**config.mk**
```make
export PLATFORM = sky130hd
export DESIGN_NAME = ras_ctrl
export DESIGN_NICKNAME = d
export VERILOG_FILES = /design/src/rtl/bmm_pkg.sv /design/src/rtl/ras_ctrl_chk.sv /design/src/rtl/ras_mem.sv /design/src/rtl/ras_ctrl.sv
export SDC_FILE = /design/constraint.sdc
export NUM_CORES = 1
export LEC_CHECK = 0
export CAP_MARGIN = 20
export CORE_ASPECT_RATIO = 0.75
export CORE_MARGIN = 3
export CORE_UTILIZATION = 58
export DETAILED_ROUTE_END_ITERATION = 8
export PLACE_DENSITY = 0.79
export SLEW_MARGIN = 20
export SYNTH_ARGS = -nofsm -noshare
export SYNTH_HDL_FRONTEND = slang
export SYNTH_SLANG_ARGS = --single-unit
```
**constraint.sdc**
```tcl
create_clock -name clk_i -period 4.65 [get_ports clk_i]
set_input_delay 0.93 -clock clk_i [delete_from_list [all_inputs] [get_ports clk_i]]
set_output_delay 0.93 -clock clk_i [all_outputs]
set_load 0.03 [all_outputs]
```
**src/rtl/bmm_pkg.sv**
```systemverilog
// Shared fetch-stage definitions: return-address-stack sizing and the
// checkpoint record the backend stores per predicted branch.
package bmm_pkg;

    localparam int unsigned RAS_DEPTH  = 8;
    localparam int unsigned RAS_PTR_W  = $clog2(RAS_DEPTH);
    localparam int unsigned RAS_CNT_W  = $clog2(RAS_DEPTH + 1);
    localparam int unsigned ILEN_BYTES = 4;

    typedef struct packed {
        logic [RAS_PTR_W-1:0] tos_ptr;
        logic [RAS_CNT_W-1:0] count;
    } ras_ckpt_t;

endpackage

```
**src/rtl/ras_ctrl_chk.sv**
```systemverilog
// Simulation checks for ras_ctrl: a restored checkpoint must never carry a
// count larger than the stack depth (the controller clamps it regardless).
module ras_ctrl_chk #(
    parameter int unsigned DEPTH = 8,
    localparam int unsigned CNT_W = $clog2(DEPTH + 1)
) (
    input logic             clk_i,
    input logic             rst_i,
    input logic             flush_i,
    input logic             restore_i,
    input logic [CNT_W-1:0] restore_count_i
);

    restore_count_legal: assert property (
        @(posedge clk_i) disable iff (rst_i)
        (restore_i && !flush_i) |-> (32'(restore_count_i) <= DEPTH)
    ) else $error("ras_ctrl: restored count %0d exceeds depth %0d", restore_count_i, DEPTH);

endmodule

```
**src/rtl/ras_mem.sv**
```systemverilog
// Return-address-stack storage: register array, one synchronous write
// port and one asynchronous read port. Contents are intentionally not reset.
module ras_mem #(
    parameter int unsigned DEPTH = 8,
    localparam int unsigned AW   = $clog2(DEPTH)
) (
    input  logic          clk_i,
    input  logic          we_i,
    input  logic [AW-1:0] waddr_i,
    input  logic [31:0]   wdata_i,
    input  logic [AW-1:0] raddr_i,
    output logic [31:0]   rdata_o
);

    logic [31:0] mem_r [DEPTH];

    // Entry write port
    always_ff @(posedge clk_i) begin
        if (we_i) begin
            mem_r[waddr_i] <= wdata_i;
        end
    end

    assign rdata_o = mem_r[raddr_i];

endmodule

```
**src/rtl/ras_ctrl.sv**
```systemverilog
// Return-address-stack controller: pushes link addresses on calls, predicts
// and pops return targets, and exposes/accepts {tos_ptr, count} checkpoints.
module ras_ctrl
    import bmm_pkg::*;
#(
    parameter int unsigned DEPTH      = RAS_DEPTH,
    parameter int unsigned ILEN_BYTES = bmm_pkg::ILEN_BYTES
) (
    input  logic        clk_i,
    input  logic        rst_i,
    input  logic        fetch_vld_i,
    input  logic [31:0] pc_i,
    input  logic        call_i,
    input  logic        return_i,
    output logic        pred_vld_o,
    output logic [31:0] pred_target_o,
    output ras_ckpt_t   ckpt_o,
    input  logic        restore_i,
    input  ras_ckpt_t   restore_ckpt_i,
    input  logic        flush_i,
    output logic        overflow_o,
    output logic        underflow_o
);

    // DEPTH must match RAS_DEPTH so the checkpoint fields line up with the pointers.
    localparam int unsigned PTR_W = $clog2(DEPTH);
    localparam int unsigned CNT_W = $clog2(DEPTH + 1);
    localparam logic [CNT_W-1:0] CNT_FULL = CNT_W'(DEPTH);
    localparam logic [PTR_W-1:0] PTR_ONE  = PTR_W'(1);
    localparam logic [CNT_W-1:0] CNT_ONE  = CNT_W'(1);

    logic [PTR_W-1:0] ptr_r;
    logic [CNT_W-1:0] cnt_r;
    logic             overflow_r;
    logic             underflow_r;

    logic [PTR_W-1:0] next_ptr_s;
    logic [CNT_W-1:0] next_cnt_s;
    logic             we_s;
    logic [PTR_W-1:0] waddr_s;
    logic [31:0]      link_s;
    logic [31:0]      tos_data_s;
    logic             overflow_s;
    logic             underflow_s;
    logic             hint_en_s;

    assign link_s    = pc_i + 32'(ILEN_BYTES);
    assign hint_en_s = fetch_vld_i && !flush_i && !restore_i;

    ras_mem #(
        .DEPTH (DEPTH)
    ) u_mem (
        .clk_i   (clk_i),
        .we_i    (we_s),
        .waddr_i (waddr_s),
        .wdata_i (link_s),
        .raddr_i (ptr_r),
        .rdata_o (tos_data_s)
    );

    // Same-cycle prediction from the current TOS; zeroed when not valid
    always_comb begin
        pred_vld_o    = 1'b0;
        pred_target_o = 32'd0;
        if (hint_en_s && return_i && (cnt_r != {CNT_W{1'b0}})) begin
            pred_vld_o    = 1'b1;
            pred_target_o = tos_data_s;
        end else begin
            pred_vld_o    = 1'b0;
            pred_target_o = 32'd0;
        end
    end

    // Next pointer/count, entry write and pulse generation
    always_comb begin
        next_ptr_s  = ptr_r;
        next_cnt_s  = cnt_r;
        we_s        = 1'b0;
        waddr_s     = ptr_r;
        overflow_s  = 1'b0;
        underflow_s = 1'b0;
        if (flush_i) begin
            next_ptr_s = {PTR_W{1'b0}};
            next_cnt_s = {CNT_W{1'b0}};
        end else if (restore_i) begin
            next_ptr_s = restore_ckpt_i.tos_ptr;
            if (restore_ckpt_i.count > CNT_FULL) begin
                next_cnt_s = CNT_FULL;
            end else begin
                next_cnt_s = restore_ckpt_i.count;
            end
        end else if (fetch_vld_i) begin
            case ({call_i, return_i})
                2'b10: begin
                    next_ptr_s = ptr_r + PTR_ONE;
                    waddr_s    = ptr_r + PTR_ONE;
                    we_s       = 1'b1;
                    if (cnt_r == CNT_FULL) begin
                        overflow_s = 1'b1;
                    end else begin
                        next_cnt_s = cnt_r + CNT_ONE;
                    end
                end
                2'b01: begin
                    if (cnt_r != {CNT_W{1'b0}}) begin
                        next_ptr_s = ptr_r - PTR_ONE;
                        next_cnt_s = cnt_r - CNT_ONE;
                    end else begin
                        underflow_s = 1'b1;
                    end
                end
                2'b11: begin
                    // Coroutine swap: replace TOS in place; on empty stack it degenerates to a push
                    we_s = 1'b1;
                    if (cnt_r != {CNT_W{1'b0}}) begin
                        waddr_s = ptr_r;
                    end else begin
                        next_ptr_s  = ptr_r + PTR_ONE;
                        waddr_s     = ptr_r + PTR_ONE;
                        next_cnt_s  = CNT_ONE;
                        underflow_s = 1'b1;
                    end
                end
                default: begin
                    next_ptr_s = ptr_r;
                    next_cnt_s = cnt_r;
                end
            endcase
        end else begin
            next_ptr_s = ptr_r;
            next_cnt_s = cnt_r;
        end
    end

    // Pointer/count state and registered event pulses
    always_ff @(posedge clk_i) begin
        if (rst_i) begin
            ptr_r       <= {PTR_W{1'b0}};
            cnt_r       <= {CNT_W{1'b0}};
            overflow_r  <= 1'b0;
            underflow_r <= 1'b0;
        end else begin
            ptr_r       <= next_ptr_s;
            cnt_r       <= next_cnt_s;
            overflow_r  <= overflow_s;
            underflow_r <= underflow_s;
        end
    end

    assign ckpt_o      = {ptr_r, cnt_r};
    assign overflow_o  = overflow_r;
    assign underflow_o = underflow_r;

    ras_ctrl_chk #(
        .DEPTH (DEPTH)
    ) u_chk (
        .clk_i           (clk_i),
        .rst_i           (rst_i),
        .flush_i         (flush_i),
        .restore_i       (restore_i),
        .restore_count_i (restore_ckpt_i.count)
    );

endmodule
```
# --- Yosys cells after proc, flatten, opt, wreduce, memory -nomap -nowiden ---
# Memories as Yosys holds them, arrays and structs flattened. A register that Yosys moved wholly into a read port is not among the register bits.
# Cells that the tools add are included.
word_totals:
  ram_bits: 256
  input_bits: 46
  elab_cells: 65
  out_inout_bits: 42
  n_memories: 1
  reg_bits: 9
op_classes:
  add_sub_neg: 5
  n_bitwise: 3
  n_eq_ne: 7
  mux: 28
  n_lt_le_gt_ge: 1
  n_reduce_logical: 16
mem_list:
  columns: ["memory", "depth", "width", "read_ports", "rd_clocked_by_memory_dff", "wr", "line_no", "text"]
  rows:
  - ["u_mem.mem_r", 8, 32, 1, 1, 1, "ras_mem.sv:15", "logic [31:0] mem_r [DEPTH];"]
ops:
  columns: ["operator", "count"]
  rows:
  - ["adder 32 x 3 -> 32 bit (second input constant)", 1]
  - ["two-way mux 32 bit", 1]
  - ["two-way mux 3 bit", 9]
  - ["two-way mux 4 bit", 6]
  - ["one-hot mux 4 bit (3 select lines)", 1]
  - ["OR reduction 5 bit", 2]
  - ["two-way mux 1 bit", 9]
  - ["!= test 3 bit (second input constant)", 3]
  - ["one-hot mux 3 bit (3 select lines)", 1]
  - ["nonzero test 4 bit", 2]
  - ["one-hot mux 3 bit (2 select lines)", 1]
  - ["OR reduction 2 bit", 3]
  - ["AND reduction 5 bit", 1]
  - ["adder 4 x 1 -> 4 bit (second input constant)", 1]
  - ["equality test 2 bit (second input constant)", 2]
  - ["equality test 4 bit (second input constant)", 1]
  - ["> comparator 4 bit (second input constant)", 1]
  - ["logical AND 1 bit", 4]
  - ["subtractor 4 x 1 -> 4 bit (second input constant)", 1]
  - ["adder 3 x 1 -> 3 bit (second input constant)", 1]
  - ["inverter 1 bit", 3]
  - ["AND reduction 3 bit", 1]
  - ["subtractor 3 x 1 -> 3 bit (second input constant)", 1]
  - ["equality test 2 x 1 -> 1 bit (second input constant)", 1]
  - ["2 further kinds", 3]

# --- Logic depth before layout (Yosys ltp) ---
logic_depth:
  word_depth: 8
  depth_mapped: 8
  depth_no_buf: 7

# --- By module ---
# A second synthesis with hierarchy kept.
unflattened:
  cells_unflattened: 583
  area_unflattened_um2: 11338.4
by_module_without_submodules:
  columns: ["mod", "seq_area_each_um2", "cells_each", "instances", "area_each_um2"]
  rows:
  - ["ras_mem", 7687.4, 383, 1, 9825.7]
  - ["ras_ctrl", 180.2, 200, 1, 1512.7]

# --- Least setup slack after synthesis ---
# No wires, ideal clock.
synth_path:
  path_kind: "input port to flip-flop"
  startpoint: "input restore_i"
  endpoint: "memory u_mem.mem_r[4][0] (enable)"
  path_stages: 5
  slack_ps: 1015
  n_path_buf: 1
  setup_time_ps: 421
  required_time_ps: 4229
  t_arrival_ps: 3214
  path_cell_list: "clkbuf_1 > nor4bb_1 > nand3_1 > xor2_1 > nor2_1"
synth_via:
  elab_chain_len: 4
  word_cells_on_any_way: 6
  classes_between: "mux (6)"
synth_lines:
  columns: ["element", "line_no", "text"]
  rows:
  - ["start: declaration", "ras_ctrl.sv:18", "input logic restore_i,"]
  - ["two-way mux 1 bit", "ras_ctrl.sv:85", "end else if (restore_i) begin"]
  - ["two-way mux 1 bit", "ras_ctrl.sv:82", "if (flush_i) begin"]
  - ["two-way mux 1 bit", "ras_mem.sv:19", "if (we_i) begin"]
  - ["two-way mux 1 bit (not written as such)", "ras_mem.sv:20", "mem_r[waddr_i] <= wdata_i;"]
  - ["end: declaration", "ras_mem.sv:15", null]
# Several ways; a longest one is shown, not always the timed one.

# --- Worst setup path in the final report ---
layout_path:
  startpoint: "input fetch_vld_i"
  endpoint: "output pred_vld_o"
layout_via:
  elab_chain_len: 5
layout_lines:
  columns: ["element", "line_no", "text"]
  rows:
  - ["start: declaration", "ras_ctrl.sv:11", "input logic fetch_vld_i,"]
  - ["logical AND 1 bit (2 in series)", "ras_ctrl.sv:48", "assign hint_en_s = fetch_vld_i && !flush_i && !restore_i;"]
  - ["logical AND 1 bit (2 in series)", "ras_ctrl.sv:65", "if (hint_en_s && return_i && (cnt_r != {CNT_W{1'b0}})) begin"]
  - ["two-way mux 1 bit", "ras_ctrl.sv:65", null]
  - ["end: declaration", "ras_ctrl.sv:15", "output logic pred_vld_o,"]
# No other way between the ends.

==> reports/results.ini <==
[status]
status = finished, final reports clean

[place]
io_buffer_count = 87
place_ws_ns = 0.646
routabilityCongestion = 0.833
numPlacedInstances = 937
dp_hpwl_mm = 14.2

[floorplan]
core-area_um2 = 18800
dieWidth_um = 167
io_pins = 88
die_area_um2 = 21200
start_util_pct = 60.1
die_h_um = 127
rows = 43

[cells_and_area]
nets = 770
antenna_cells = 0
fin_cells = 983
area_delta_synth_final_pct = 17.9
fillers = 1142
drive_gt1_share_pct = 22.4

[timing]
finalHoldViolCount = 0
hold_ws_ns = 0.682
grt_setup_unrepaired = false
final.setup.tns_ns = 0
setup_viol = 0
relSlewSlack_pct = 28.9
fmaxAchievable_mhz = 250
worst_pin_slew_ns = 1.07
fin_crit_sh_pct = 86.2
final.min_clock_period_ns = 4.01
finalClockSkew_ns = 0.00821
slew_violations = 0
fin_ws_ns = 0.643

[critical_path]
cpLargestDelayFamily = buffers and inverters
critPathCaptureType = output port
critPathSlowestCell = clkdlybuf4s50_1
ff2ff_path_depth = 6
cp-startpoint = fetch_vld_i
r2r-start = ptr_r[0]
path_class = input pin to output port
r2r_end = u_mem.mem_r[0][0]
arrival_ns = 3.08
max_stage_delay_ns = 0.73
r2r_slack_ns = 1.72
cp.required_ns = 3.72
path_cells = clkdlybuf4s50_1 > nand2b_1 > or3_1 > inv_1 > clkdlybuf4s50_1
path_common_cell = clkdlybuf4s50_1
worstPathMaxFanout = 13
startpoint_type = input pin
critPathBufInv = 3

[clock_network]
htree_levels = 1
cts.root.buffer_cell = clkbuf_16
ctsHoldBuffers = 0
cts_buffer_depth = 3
post_cts.repair.setup_buffers = 0
cts_tree = yes
cts_resized = 0
cts_buffers = 26
clk_pin_slew_worst_paths_ns = 0.06
cts.sinks = 268
clk_latency_ns = 0.52

[power_and_ir_drop]
ir_drop_mv = 0.241
leakage_nw = 4.24
p_total_mw = 5.01
power_density_nw_per_um2 = 377

[min_path]
min_delay_path_depth = 2
hp-class = flop to flop
min-delay-start = cnt_r[3]
hold_end = overflow_o

[detailed_routing]
drcViolationCount = 0
ant_nets = 0
drtIter0Drc = 635
dr_total_vias = 6108
firstDrtPassIters = 5
wl_per_cell_um = 24.0
drt-total-wl_mm = 23.6
viasPerCell = 6.21

[global_route]
grt_pass1_wl_mm = 36.7
grt_max_degree = 39
grtUsageTotal_pct = 22.6
antenna_found_initial = 0
grt_pass1_vias = 6362
overflow = 0

[logic_synthesis]
yosysWarnings = 0
synth-edff-count = 256
synth_area_per_cell_um2 = 18.3
synthesis.nets = 669
ys_seq_elements = 268
async_flop_share_pct = 0
syn-cell-area_um2 = 11300
ys.flop_type = edfxtp_1
ys_seq_area_share_pct = 70.3
yosysUniqueCellTypes = 54
synth_cells = 617

[run]
cap_violations = 0

worst register-to-register path: stages, from the launching register on:
cell and delay (ns):
dfxtp_1 0.53, inv_1 0.20, ha_1 0.43, nor3_1 0.24
o21ai_0 0.28, nor2_4 0.55, buf_4 0.37
where the power goes:
group / switching, mW / total [mW] / internal [mW]
logic: 0.165 / 0.316 / 0.151
registers: 0.0338 / 2.70 / 2.66
clock network: 0.838 / 2.00 / 1.16
total: 1.04 / 5.01 / 3.98
registers in the layout, summed over array words and instances (netlist names), named ones only:
name         flops
u_mem.mem_r    256
cnt_r            4
ptr_r            3
overflow_o       1
underflow_o      1
cell families after synthesis:
family | Yosys count | share of synthesized area [%]
compound gates | 36 | 2.82
xor+xnor | 33 | 2.56
simple gates | 131 | 6.10
mux | 97 | 15.7
buf+inv | 46 | 1.82
flops | 268 | 70.3
fa+ha+maj | 6 | 0.732
metal layers:
| metal | vias to the layer above | GRT usage [%] | part of all wire, % | routed length (µm) |
|---|---|---|---|---|
| li1 | 2682 | - | - | - |
| met1 | 3146 | 32.5 | 43 | 10100 |
| met2 | 229 | 37.3 | 49 | 11600 |
| met3 | 51 | 3.52 | 5.7 | 1360 |
| met4 | 0 | 5.67 | 2.1 | 497 |
| met5 | - | 0 | 0 | 0 |
worst max-delay path by stage:
| stage | cells past startpoint | slack [ns] | end |
|---|---|---|---|
| final | 5 | 0.64 | pred_vld_o |
| after global routing | 5 | 0.52 | pred_vld_o |
| after CTS | 5 | 0.65 | pred_vld_o |
| after detailed placement | 5 | 0.65 | pred_vld_o |
| after global placement | 5 | 0.69 | pred_vld_o |
| after floorplan | 5 | 1.02 | u_mem.mem_r[4][0] |
cell usage in the layout, fill, tap and decap left out, types with 2 or more instances in the layout:
cell / instances
clkinv_2: 2
dfxtp_1: 9
bufinv_16: 2
xor2_1: 5
inv_1: 13
or3_1: 5
clkinv_1: 9
ha_1: 5
a2111oi_0: 2
nand4_1: 11
nor2_4: 4
and2_1: 5
dfxtp_2: 2
and4_1: 3
buf_12: 7
and3_1: 7
a21o_1: 2
clkdlybuf4s50_1: 55
nand2b_1: 4
a221oi_1: 3
xnor2_1: 28
o31a_1: 3
nor2_1: 44
mux2i_1: 33
clkbuf_16: 27
nor4_4: 2
nor4_1: 2
nand3_1: 17
a211oi_2: 2
buf_4: 44
nand2_1: 15
clkbuf_1: 5
o21ai_0: 3
edfxtp_1: 256
a21oi_1: 4
nor3_1: 5
mux4_2: 64
a211oi_1: 3
cells in the mapped netlist, drive strengths merged (3+ instances only):
library cell    n  area share, %
a2111oi         3           0.29
xor2            5           0.39
nand2b          4           0.22
ha              5           0.55
nand4          11           0.61
a21oi           5           0.26
inv            13           0.43
and4            3           0.23
and2            5           0.28
a21o            3           0.21
mux4           64             13
nor2           48            1.6
buf            17           0.85
nand3          17           0.75
o21ai           3           0.13
nor4            5           0.60
nand2          15           0.50
dfxtp          12            2.1
and3            7           0.39
o31a            3           0.23
mux2i          33            2.9
nor3            5           0.22
or3             5           0.28
clkbuf         16           0.53
edfxtp        256             68
a211oi          5           0.42
xnor2          28            2.2
a221oi          4           0.37
stage by stage:
stage,util [%],instance area [µm²]
floorplan,-,11300
global placement,66.5,12500
detailed placement,66.5,12500
CTS,70.8,13300
global route,70.8,13300
finish,70.8,13300
area by class of cell:
class	count	area (µm²)	area share, %
sequential	268	7930	59.7
multi-input combinational	303	3180	23.9
timing repair buffer	106	1020	7.68
clock buffer	32	694	5.22
tap	247	309	2.32
clock inverter	14	111	0.837
inverter	13	48.8	0.367
Power figures use the tool's default switching activity.
==> RTL edit, RTL diff (config.mk and constraints unchanged) <==
Change the package constant `RAS_DEPTH` from 8 to 4.
--- a/src/rtl/bmm_pkg.sv
+++ b/src/rtl/bmm_pkg.sv
@@ -2,7 +2,7 @@
 // checkpoint record the backend stores per predicted branch.
 package bmm_pkg;
 
-    localparam int unsigned RAS_DEPTH  = 8;
+    localparam int unsigned RAS_DEPTH  = 4;
     localparam int unsigned RAS_PTR_W  = $clog2(RAS_DEPTH);
     localparam int unsigned RAS_CNT_W  = $clog2(RAS_DEPTH + 1);
     localparam int unsigned ILEN_BYTES = 4;
Interface: changed (resized ckpt_o and restore_ckpt_i); port bits go from 88 to 84. The function was not compared with the original's and may differ.
==> RTL edit against the unedited design <==
Fmax down 5.8%; worst setup slack worse by 0.25 ns; critical path type unchanged; synthesized area down 47%; wire length down 46%; final area down 43%; utilization up 7.0 points; total power down 40%; combinational power down 42%; largest cell class unchanged; sequential cell count down 131; highest routed layer unchanged.
==> RTL edit: results (changes against the unedited design) <==
Setup path
  – R2R setup slack: 2.28 ns (was 1.72 ns)
  – CP max FO: 14 (was 13)
  – CP Data Arrival Time: 3.32 ns (was 3.08 ns)

Yosys
  – Sequential area share after synthesis: 67.59% (was 70.27%)
  – Synth area leaders: edfxtp_1 65%, mux4_2 12%, xnor2_1 3.8% (was edfxtp_1 68%, mux4_2 13%, mux2i_1 2.9%)
  – Yosys cell types: 41 (was 54)
  – Synth top cells by count: 128 x edfxtp_1, 34 x nor2b_1, 32 x mux4_2 (was 256 x edfxtp_1, 64 x mux4_2, 48 x nor2_1)
  – Net Count, Synth: 398 (was 669)

Power and ir drop
  – Worst VDD drop: 0.0002856 V (was 0.0002415 V)
  – Switch share: 19.58% (was 20.67%)
  – Leakage: 2.425 nW (was 4.243 nW)

Run status
  – Outcome: complete, no violations (unchanged)

STA
  – Slew HR: 51.98% (was 28.87%)
  – Fin Clk Skew: 0.009898 ns (was 0.008212 ns)

Detailed routing
  – DR vias/cell: 5.865 (was 6.214)
  – Wire per inst: 21.60 um (was 24.00 um)

Placement
  – Post-DP HPWL: 7873 um (was 14220 um)
  – Cell Area, Placed: 7000 sq um (was 12490 sq um)
  – Port buffer count: 83 (was 87)
  – Gpl congestion: 0.7908 (was 0.8326)

Global routing
  – First-pass GRT wire length: 20140 um (was 36680 um)
  – Vias in the first global route: 3639 (was 6362)
  – Largest net degree at the start of global routing: 33 (was 39)

Final layout
  – Largest regs: u_mem.mem_r (128), cnt_r (3), ptr_r (2) (was u_mem.mem_r (256), cnt_r (4), ptr_r (3))
  – Share of layout cells above drive strength 1: 17.57% (was 22.42%)
  – Fill count: 538 (was 1142)

Clock tree
  – Total CTS buffers: 17 (was 26)
  – CTS H-tree lvls: 4 (was 1)

Worst hold path
  – Hold_sp: cnt_r[2]$_SDFFE_PP0P_ (was cnt_r[3]$_SDFFE_PP0P_)
-- RTL edit: changes by cell type in the layout (fill, tap and decap cells not counted), sizes merged, moves of 5 or more --
cell	before	now
a211oi	5	0
buf	51	8
clkbuf	32	18
clkdlybuf4s50	55	83
edfxtp	256	128
inv	13	7
mux2i	33	3
mux4	64	32
nand3	17	12
nor2	48	10
nor2b	1	34
-- RTL edit: kinds of logic after synthesis --
group / share of synthesized area (%)
flip-flops: 67.59
AND/OR/NAND/NOR: 10.59
multiplexers: 12.80
XOR/XNOR: 4.561
buffers and inverters: 1.492
AO/OA/AOI/OAI: 2.417
adder cells (fa/ha/maj): 0.5464
-- RTL edit: per-stage QoR --
step / setup slack [ns] / power, mW / std cells / hold WS, ns
2_1_floorplan: 1.087 / 1.495 / 352 / 0.6591
3_3_place_gp: 0.4729 / 1.576 / 561 / 0.6008
3_5_place_dp: 0.4311 / 1.582 / 561 / 0.6019
4_1_cts: 0.3934 / 3.001 / 593 / 0.6141
5_1_grt: 0.2111 / 3.069 / 593 / 0.6588
6_report: 0.3975 / 2.985 / 593 / 0.6159
-- RTL edit: power by group through the flow --
stage                     clock network [mW]  registers (mW)  logic (mW)
after global routing                    1.50            1.38       0.198
after CTS                               1.44            1.37       0.184
after detailed placement                   0            1.40       0.182
after floorplan                            0            1.40      0.0974
final                                   1.43            1.37       0.183
after global placement                     0            1.40       0.178
-- RTL edit: per-layer routing --
layer / share of wire, % / wire length [um] / vias to the layer above / GRT usage, %
met1: 42 / 5365 / 1738 / 32.61
met3: 6.2 / 790 / 14 / 6.924
li1: - / - / 1582 / -
met2: 51 / 6495 / 144 / 38.43
met5: 0 / 0 / - / 0
met4: 1.2 / 157 / 0 / 8.018
-- RTL edit: worst max-delay path by stage --
stage	start	endpoint	slack (ns)	depth (start not counted)
finish	fetch_vld_i	pred_target_o[25]	0.40	6
detailed placement	fetch_vld_i	pred_target_o[25]	0.43	6
global placement	fetch_vld_i	pred_target_o[25]	0.47	6
CTS	fetch_vld_i	pred_target_o[25]	0.39	6
global route	fetch_vld_i	pred_target_o[25]	0.21	6
floorplan	flush_i	u_mem.mem_r[1][0]$_DFFE_PP_	1.09	4
-- RTL edit: area by class of cell --
type	instances	area (sq um)	share of cell area, %
inverters	7	26.28	0.3442
flip-flops and latches	137	4025	52.73
multi-input cells	194	1881	24.64
clock buffers	18	429.2	5.622
well taps	132	165.2	2.164
clock inverters	14	203.9	2.672
repair buffers	91	903.4	11.83
-- RTL edit: worst max-delay path: stages --
cell and delay (ns):
clkdlybuf4s50_1 0.56, nor3b_1 0.47, o311ai_4 0.19, buf_4 0.24
nor2b_1 0.21, clkdlybuf4s50_1 0.71
